[src/rtl/car_game_pkg.sv]
// Shared constants and FSM encoding for the car sprite draw path.
package car_game_pkg;
  localparam int SPR_LOG2 = 3;
  localparam int XW       = 8;
  localparam int YW       = 7;
  localparam int CW       = 3;
  localparam int SCR_W    = 160;
  localparam int SCR_H    = 120;

  typedef enum logic [1:0] {
    ST_IDLE  = 2'd0,
    ST_ERASE = 2'd1,
    ST_DRAW  = 2'd2,
    ST_DRAIN = 2'd3
  } draw_state_t;
endpackage

[src/rtl/sprite_scan_cnt.sv]
// Row/col raster counter over one sprite; wraps to {0,0} after the last pixel.
module sprite_scan_cnt #(
  parameter int SPR_LOG2 = car_game_pkg::SPR_LOG2
) (
  input  logic                Clock,
  input  logic                Resetn,
  input  logic                en,
  output logic [SPR_LOG2-1:0] row,
  output logic [SPR_LOG2-1:0] col,
  output logic                last
);
  assign last = (&row) & (&col);

  always_ff @(posedge Clock) begin
    if (!Resetn) begin
      row <= '0;
      col <= '0;
    end else if (en) begin
      col <= col + 1'b1;
      if (&col) row <= row + 1'b1;
    end
  end
endmodule

[src/rtl/car_draw_ctrl.sv]
// Car sprite draw sequencer: per accepted move, optional background erase then car draw.
// Optional erase pass is enabled by defining CAR_ERASE_EN.
module car_draw_ctrl
  import car_game_pkg::*;
(
  input  logic                  Clock,
  input  logic                  Resetn,
  input  logic                  req,
  input  logic [XW-1:0]         new_x,
  input  logic [YW-1:0]         new_y,
  output logic                  ack,
  output logic                  busy,
  output logic                  done,
  output logic [2*SPR_LOG2-1:0] car_addr,
  input  logic [CW-1:0]         car_q,
  output logic [XW+YW-1:0]      bg_addr,
  input  logic [CW-1:0]         bg_q,
  output logic [XW-1:0]         vga_x,
  output logic [YW-1:0]         vga_y,
  output logic [CW-1:0]         vga_colour,
  output logic                  vga_plot
);
  localparam logic [XW:0] SCR_W_C = (XW+1)'(SCR_W);
  localparam logic [YW:0] SCR_H_C = (YW+1)'(SCR_H);

`ifdef CAR_ERASE_EN
  localparam draw_state_t FIRST_PH = ST_ERASE;
`else
  localparam draw_state_t FIRST_PH = ST_DRAW;
`endif

  draw_state_t state, state_nxt;
  logic [XW-1:0] tgt_x, cur_x, base_x;
  logic [YW-1:0] tgt_y, cur_y, base_y;
  logic [XW:0]   sum_x;
  logic [YW:0]   sum_y;
  logic [SPR_LOG2-1:0] row, col;
  logic scan_en, scan_last, accept, pix_vis, act_q, erase_ph;

  sprite_scan_cnt #(.SPR_LOG2(SPR_LOG2)) u_scan (
    .Clock (Clock),
    .Resetn(Resetn),
    .en    (scan_en),
    .row   (row),
    .col   (col),
    .last  (scan_last)
  );

  always_comb begin
    state_nxt = state;
    scan_en   = 1'b0;
    accept    = 1'b0;
    case (state)
      ST_IDLE:  if (req) begin accept = 1'b1; state_nxt = FIRST_PH; end
      ST_ERASE: begin scan_en = 1'b1; if (scan_last) state_nxt = ST_DRAW; end
      ST_DRAW:  begin scan_en = 1'b1; if (scan_last) state_nxt = ST_DRAIN; end
      ST_DRAIN: state_nxt = ST_IDLE;
      default:  state_nxt = ST_IDLE;
    endcase
  end

  assign erase_ph = (state == ST_ERASE);

`ifdef CAR_ERASE_EN
  logic [XW-1:0] old_x;
  logic [YW-1:0] old_y;
  logic          src_bg_q;
  assign base_x     = erase_ph ? old_x : tgt_x;
  assign base_y     = erase_ph ? old_y : tgt_y;
  assign bg_addr    = erase_ph ? {sum_y[YW-1:0], sum_x[XW-1:0]} : '0;
  assign vga_colour = act_q ? (src_bg_q ? bg_q : car_q) : '0;

  always_ff @(posedge Clock) begin
    if (!Resetn) begin
      old_x    <= '0;
      old_y    <= '0;
      src_bg_q <= 1'b0;
    end else begin
      src_bg_q <= erase_ph;
      if (accept) begin
        old_x <= cur_x;
        old_y <= cur_y;
      end
    end
  end
`else
  // Without erase the background ROM and the current position have no consumer.
  logic unused_sink;
  assign unused_sink = ^{bg_q, cur_x, cur_y, erase_ph};
  assign base_x      = tgt_x;
  assign base_y      = tgt_y;
  assign bg_addr     = '0;
  assign vga_colour  = act_q ? car_q : '0;
`endif

  // One extra bit keeps the carry so off-screen pixels never wrap back on.
  assign sum_x    = {1'b0, base_x} + {{(XW+1-SPR_LOG2){1'b0}}, col};
  assign sum_y    = {1'b0, base_y} + {{(YW+1-SPR_LOG2){1'b0}}, row};
  assign pix_vis  = (sum_x < SCR_W_C) && (sum_y < SCR_H_C);
  assign car_addr = {row, col};

  always_ff @(posedge Clock) begin
    if (!Resetn) begin
      state    <= ST_IDLE;
      ack      <= 1'b0;
      busy     <= 1'b0;
      done     <= 1'b0;
      tgt_x    <= '0;
      tgt_y    <= '0;
      cur_x    <= '0;
      cur_y    <= '0;
      act_q    <= 1'b0;
      vga_plot <= 1'b0;
      vga_x    <= '0;
      vga_y    <= '0;
    end else begin
      state    <= state_nxt;
      ack      <= accept;
      done     <= (state == ST_DRAIN);
      act_q    <= scan_en;
      vga_plot <= scan_en & pix_vis;
      if (accept) begin
        busy  <= 1'b1;
        tgt_x <= new_x;
        tgt_y <= new_y;
      end else if (done) begin
        busy <= 1'b0;
      end
      if (state == ST_DRAIN) begin
        cur_x <= tgt_x;
        cur_y <= tgt_y;
      end
      // Coordinates travel alongside the ROM address so they line up with ROM data.
      if (scan_en) begin
        vga_x <= sum_x[XW-1:0];
        vga_y <= sum_y[YW-1:0];
      end
    end
  end
endmodule
[config.mk]
export PLATFORM = sky130hd
export DESIGN_NAME = car_draw_ctrl
export DESIGN_NICKNAME = d
export VERILOG_FILES = /design/src/rtl/car_game_pkg.sv /design/src/rtl/sprite_scan_cnt.sv /design/src/rtl/car_draw_ctrl.sv
export SDC_FILE = /design/constraint.sdc
export NUM_CORES = 1
export LEC_CHECK = 0
export CORE_MARGIN = 4
export CORE_UTILIZATION = 50
export DETAILED_ROUTE_END_ITERATION = 16
export PLACE_DENSITY = 0.88
export SYNTH_ARGS = -nofsm -noshare
export SYNTH_HDL_FRONTEND = slang
export SYNTH_SLANG_ARGS = --single-unit
[constraint.sdc]
create_clock -name Clock -period 2.9 [get_ports Clock]
set_input_delay 0.435 -clock Clock [delete_from_list [all_inputs] [get_ports Clock]]
set_output_delay 0.435 -clock Clock [all_outputs]
set_load 0.05 [all_outputs]
==> results.toml, run 1 <==
[status]
outcome = "finished clean"

[clock_tree]
cts_resized = 0
root_buffer = "clkbuf_8"
clock_latency_ns = 0.29
clkTransAtPathRegs_ns = 0.07
cts_sinks = 43
htree_num_levels = 2
clk_path_buf_depth = 2
cts_tree = "done"
cts_buffers = 5
holdBufCountCts = 0
postCtsSetupRepairBufs = 0

[setup_path]
cp-start-kind = "input pin"
crit_fanout = 1
ff2ff_path_depth = 7
cp.arrival_ns = 1.79
worstSetupPathType = "input pin to output pin"
worstPathRequired_ns = 2.47
cp-end-kind = "output pin"

[final_layout]
synthToLayoutAreaGrowth_pct = 24.2
multiInputGateArea_um2 = 1130
layoutNonFillerInstCount = 339
final_area_um2 = 2670
nNetsFinal = 332
fillers = 348
drive_gt1_share_pct = 2.77
utilization_pct = 65.3
final-seq-area_um2 = 861
antenna_cells = 0

[floorplan]
die_h_um = 73.5
die_w_um = 73.5
dieArea_um2 = 5410
core-area_um2 = 4090
initial_utilization_pct = 52.5
core.rowCount = 23
ios = 67

[timing]
rsz0062_at_grt = "no"
period_needed_ns = 2.23
period_share_pct = 76.8
worst_slew_pin_slew_ns = 0.606
hold_slack_ns = 0.462
finalSetupViolCount = 0
setup_ws_ns = 0.674
relSlewSlack_pct = 59.5
max_clock_freq_mhz = 449
tns_ns = 0
drv_slew = 0
clock_skew_ns = 0.00726
hold_viol = 0

[synth]
synth_area_um2 = 2150
ys_seq_area_share_pct = 40.1
synth_top_cell_area_share_pct = 40.1
avgSynthCellArea_um2 = 8.76
ys_types = 36
async_reset_ff_share_pct = 0
netlist_top_cells_area = "dfxtp_1 40%, ha_1 9.3%, nand2_1 5.8%, buf_4 5.2%, a21oi_1 4.9%"
synth_flop_cell = "dfxtp_1"
synth_top_area_cell = "dfxtp_1"
synth_edf_count = 0
synth_cells = 245
synth-seq-cells = 43
yosys_warnings = 0

[detailed_routing]
drtAntennaViolNets = 0
vias_per_cell = 5.08
drt_wl_total_um = 4420
drcViolationCount = 0
drt-initial-drc-count = 82
wl_per_cell_um = 13.0
drtPass1Iterations = 4
vias = 1722

[grt]
groute.usage.overall_pct = 17.4
antenna_found_initial = 0
grt_first_pass_wirelength_um = 7160
grt_pass1_vias = 1565
grt_overflow = 0
grt_max_degree = 30

[placed_design]
hpwl_um = 3230
gp_congestion = 0.828
place_inst = 333
port_buffers = 48
post-place-ws_ns = 0.666
dpl_cell_area_um2 = 2590

[worst_hold_path]
hold_depth = 2
hold_class = "flop to flop"

[power_and_ir_drop]
seqPwrFrac_pct = 39.9
p_sw_share_pct = 41.3
combPwrFrac_pct = 42.3
power_density_nw_per_um2 = 725
pwr-share-clk_pct = 17.8
internal-power_mw = 1.14
vdd_drop_max_uv = 392
totalPowerFinal_mw = 1.93
total_leakage_power_nw = 1.09
switching_power_uw = 798

[flow_run]
cap_viol_max_count = 0
-- power groups by stage --
| stage | registers (mW) | clock network [mW] | logic, mW |
|---|---|---|---|
| global route | 0.789 | 0.388 | 0.877 |
| finish | 0.772 | 0.345 | 0.818 |
| detailed placement | 0.787 | 0 | 0.817 |
| floorplan | 1.00 | 0 | 0.369 |
| CTS | 0.773 | 0.357 | 0.822 |
| global placement | 0.781 | 0 | 0.804 |
-- state kept, by name (all words and copies together) (netlist names) --
name / count
base_x: 8
ack: 1
u_scan.row: 3
u_scan.col: 3
base_y: 7
vga_y: 7
state: 2
vga_x: 8
busy: 1
vga_plot: 1
act_q: 1
done: 1
-- synth_stat cells, drive strengths merged, types with 7 or more instances --
cell and n:
a211oi 8, o21ai 9, a21oi 21, mux2i 10, clkbuf 8, ha 16, dfxtp 43, xor2 7
inv 10, nor2 22, nand2 33, buf 18
-- worst paths after layout --
kind	start	endpoint	slack [ns]
worst max-delay path	car_q[2]	vga_colour[2]	0.67
worst min-delay path	base_x[2]	base_x[2]	0.46
worst max register to register	u_scan.row[0]	vga_plot	0.84
worst min register to register	base_x[2]	base_x[2]	0.46
-- worst max-delay path, stage by stage --
cell	delay (ns)
clkdlybuf4s50_1	0.44
and2_1	0.11
clkdlybuf4s50_1	0.80
-- placed cells by master, fill, tap and decap left out, types with 3 or more instances in the layout --
cell	n
clkdlybuf4s50_1	48
dfxtp_1	43
nand2_1	33
nor2_1	22
a21oi_1	21
ha_1	16
conb_1	15
inv_1	10
mux2i_1	10
o21ai_0	9
a211oi_1	8
xor2_1	7
and2_1	5
clkbuf_8	5
xnor2_1	4
or3_1	3
nand4_1	3
-- metal layers --
metal	track usage, %	vias to the layer above	share of wire (%)
li1	-	882	-
met2	28.9	48	48
met4	4.63	0	1.7
met3	6.57	9	7.0
met1	21.0	783	43
met5	0	-	0
-- kinds of logic after synthesis --
| kind of cell | share of synthesized area [%] |
|---|---|
| buf+inv | 9.50 |
| mux | 4.66 |
| fa+ha+maj | 11.2 |
| flops | 40.1 |
| xor+xnor | 4.49 |
| compound gates | 14.3 |
| other cells | 0.175 |
| simple gates | 15.6 |
-- final cells by class --
class | count | area share, %
Clock buffer | 6 | 2.72
Inverter | 11 | 1.55
Multi-Input combinational cell | 179 | 42.5
Tap cell | 50 | 2.35
Sequential cell | 43 | 32.3
Timing Repair Buffer | 50 | 18.6
(Power assumes the default switching activity.)
==> run 2: changes to the inputs <==
--- a/config.mk
+++ b/config.mk
@@ -6,9 +6,9 @@
 export NUM_CORES = 1
 export LEC_CHECK = 0
 export CORE_MARGIN = 4
-export CORE_UTILIZATION = 50
+export CORE_UTILIZATION = 46
 export DETAILED_ROUTE_END_ITERATION = 16
-export PLACE_DENSITY = 0.88
+export PLACE_DENSITY = 0.82
 export SYNTH_ARGS = -nofsm -noshare
 export SYNTH_HDL_FRONTEND = slang
 export SYNTH_SLANG_ARGS = --single-unit
==> constraint.sdc (replaced) <==
create_clock -name Clock -period 2.3 [get_ports Clock]
set_input_delay 0.345 -clock Clock [delete_from_list [all_inputs] [get_ports Clock]]
set_output_delay 0.345 -clock Clock [all_outputs]
set_load 0.05 [all_outputs]
==> run 2 against run 1 <==
Net effect: design area about the same; die area rose by 7.7%; sequential power rose by 26%; register-to-register slack lost 0.55 ns; non-clock buffer count rose by 1; sequential cell count unchanged; critical endpoint is now vga_plot; via count grew 2.6%; clock skew decreased by 0.0048 ns; first-iteration DRC count shrank 9.8%; combinational power up 26%; cell count grew 0.88%; worst hold slack gained 0.0030 ns; largest power group unchanged.
==> results.toml, run 2 (synthesis gave the netlist of run 1 again) <==
[status]
outcome = "finished clean"

[clock_tree]
holdBufCountCts = 0
cts_buffers = 5
clock_latency_ns = 0.30
cts_resized = 0
cts_tree = "done"
cts_sinks = 43
clkTransAtPathRegs_ns = 0.07
postCtsSetupRepairBufs = 0
htree_num_levels = 2
root_buffer = "clkbuf_8"
clk_path_buf_depth = 2

[setup_path]
path_cells = "ha_1 -> inv_1 -> fa_1 -> nand2b_1 -> a21oi_1 -> o221ai_1 -> a311oi_1"
cpLargestDelayFamily = "adder cells"
worstSetupPathType = "flop to flop"
cp-end-kind = "flop"
cp-start-kind = "flop"
cpPeakStageDelay_ns = 0.44
crit_fanout = 4
path_buf_inv = 1
worstPathRequired_ns = 2.51
cp.arrival_ns = 2.21
slowest_stage = "fa_1"

[final_layout]
final_cell_mix = "45 x clkdlybuf4s50_1, 43 x dfxtp_1, 33 x nand2_1"
synthToLayoutAreaGrowth_pct = 24.4
final_common_cell = "clkdlybuf4s50_1"
nNetsFinal = 333
utilization_pct = 60.1
antenna_cells = 0
fillers = 377
drive_gt1_share_pct = 4.14
multiInputGateArea_um2 = 1130
final-seq-area_um2 = 861
layoutNonFillerInstCount = 342

[power_and_ir_drop]
total_leakage_power_nw = 1.10
combPwrFrac_pct = 42.1
vdd_drop_max_uv = 591
switching_power_mw = 1.01
seqPwrFrac_pct = 39.9
internal-power_mw = 1.43
p_sw_share_pct = 41.4
power_density_nw_per_um2 = 915
pwr-share-clk_pct = 18.0

[grt]
grt_overflow = 0
grt_pass1_vias = 1563
groute.usage.overall_pct = 15.3
grt_first_pass_wirelength_um = 7130
grt_max_degree = 28
antenna_found_initial = 0

[timing]
rsz0062_at_grt = "no"
finalSetupViolCount = 0
tns_ns = 0
hold_slack_ns = 0.465
hold_viol = 0
drv_slew = 0
relSlewSlack_pct = 59.1
period_share_pct = 87.2
clock_skew_ns = 0.00248
max_clock_freq_mhz = 499
period_needed_ns = 2.01
worst_slew_pin_slew_ns = 0.612

[placed_design]
gp_congestion = 0.866
place_inst = 336
hpwl_um = 3350
port_buffers = 48

[detailed_routing]
drt_wl_total_um = 4520
vias_per_cell = 5.16
drcViolationCount = 0
vias = 1766
drtAntennaViolNets = 0
drt-initial-drc-count = 74
wl_per_cell_um = 13.2
drtPass1Iterations = 5

[floorplan]
ios = 67
core-area_um2 = 4440
dieArea_um2 = 5820
initial_utilization_pct = 48.3
die_h_um = 76.3
die_w_um = 76.3
core.rowCount = 24

[flow_run]
cap_viol_max_count = 0

[worst_hold_path]
hold_class = "flop to flop"
run 2: stage by stage:
stage / total power [mW] / setup slack, ns / instance area, um2
after global routing: 2.57 / 0.159 / 2670
after floorplan: 1.73 / 0.135 / 2200
final: 2.44 / 0.294 / 2670
after detailed placement: 2.02 / 0.341 / 2600
after global placement: 2.00 / 0.401 / 2600
after CTS: 2.46 / 0.322 / 2670
run 2: power groups by stage:
stage          registers, mW  clock network (mW)  logic, mW
2_1_floorplan           1.26                   0      0.465
3_3_place_gp           0.983                   0       1.02
3_5_place_dp           0.990                   0       1.03
4_1_cts                0.973               0.453       1.03
5_1_grt                0.990               0.479       1.10
6_report               0.973               0.440       1.03
run 2: final cells by class:
| cell class | count | area share [%] |
|---|---|---|
| inverters | 11 | 1.55 |
| repair buffers | 51 | 18.6 |
| well taps | 52 | 2.44 |
| multi-input cells | 179 | 42.5 |
| flip-flops and latches | 43 | 32.2 |
| clock buffers | 6 | 2.72 |
run 2: path summary, 6_finish.rpt:
check | from | to | slack, ns | cells after the start
max | u_scan.row[0] | vga_plot | 0.29 | 7
min | base_y[2] | base_y[2] | 0.46 | 2
max reg2reg | u_scan.row[0] | vga_plot | 0.29 | 7
min reg2reg | base_y[2] | base_y[2] | 0.46 | 2
run 2: tightest hold or removal path, cell delays in order, from the launching register on:
cell,delay [ns]
dfxtp_1,0.31
nand2_1,0.05
a21oi_1,0.05
run 2: layer usage:
metal,up-vias,global-route usage [%],wire length (um)
met5,-,0,0
met4,0,9.24,123
met3,10,3.90,305
met2,65,25.1,2070
met1,805,17.8,2030
li1,886,-,-
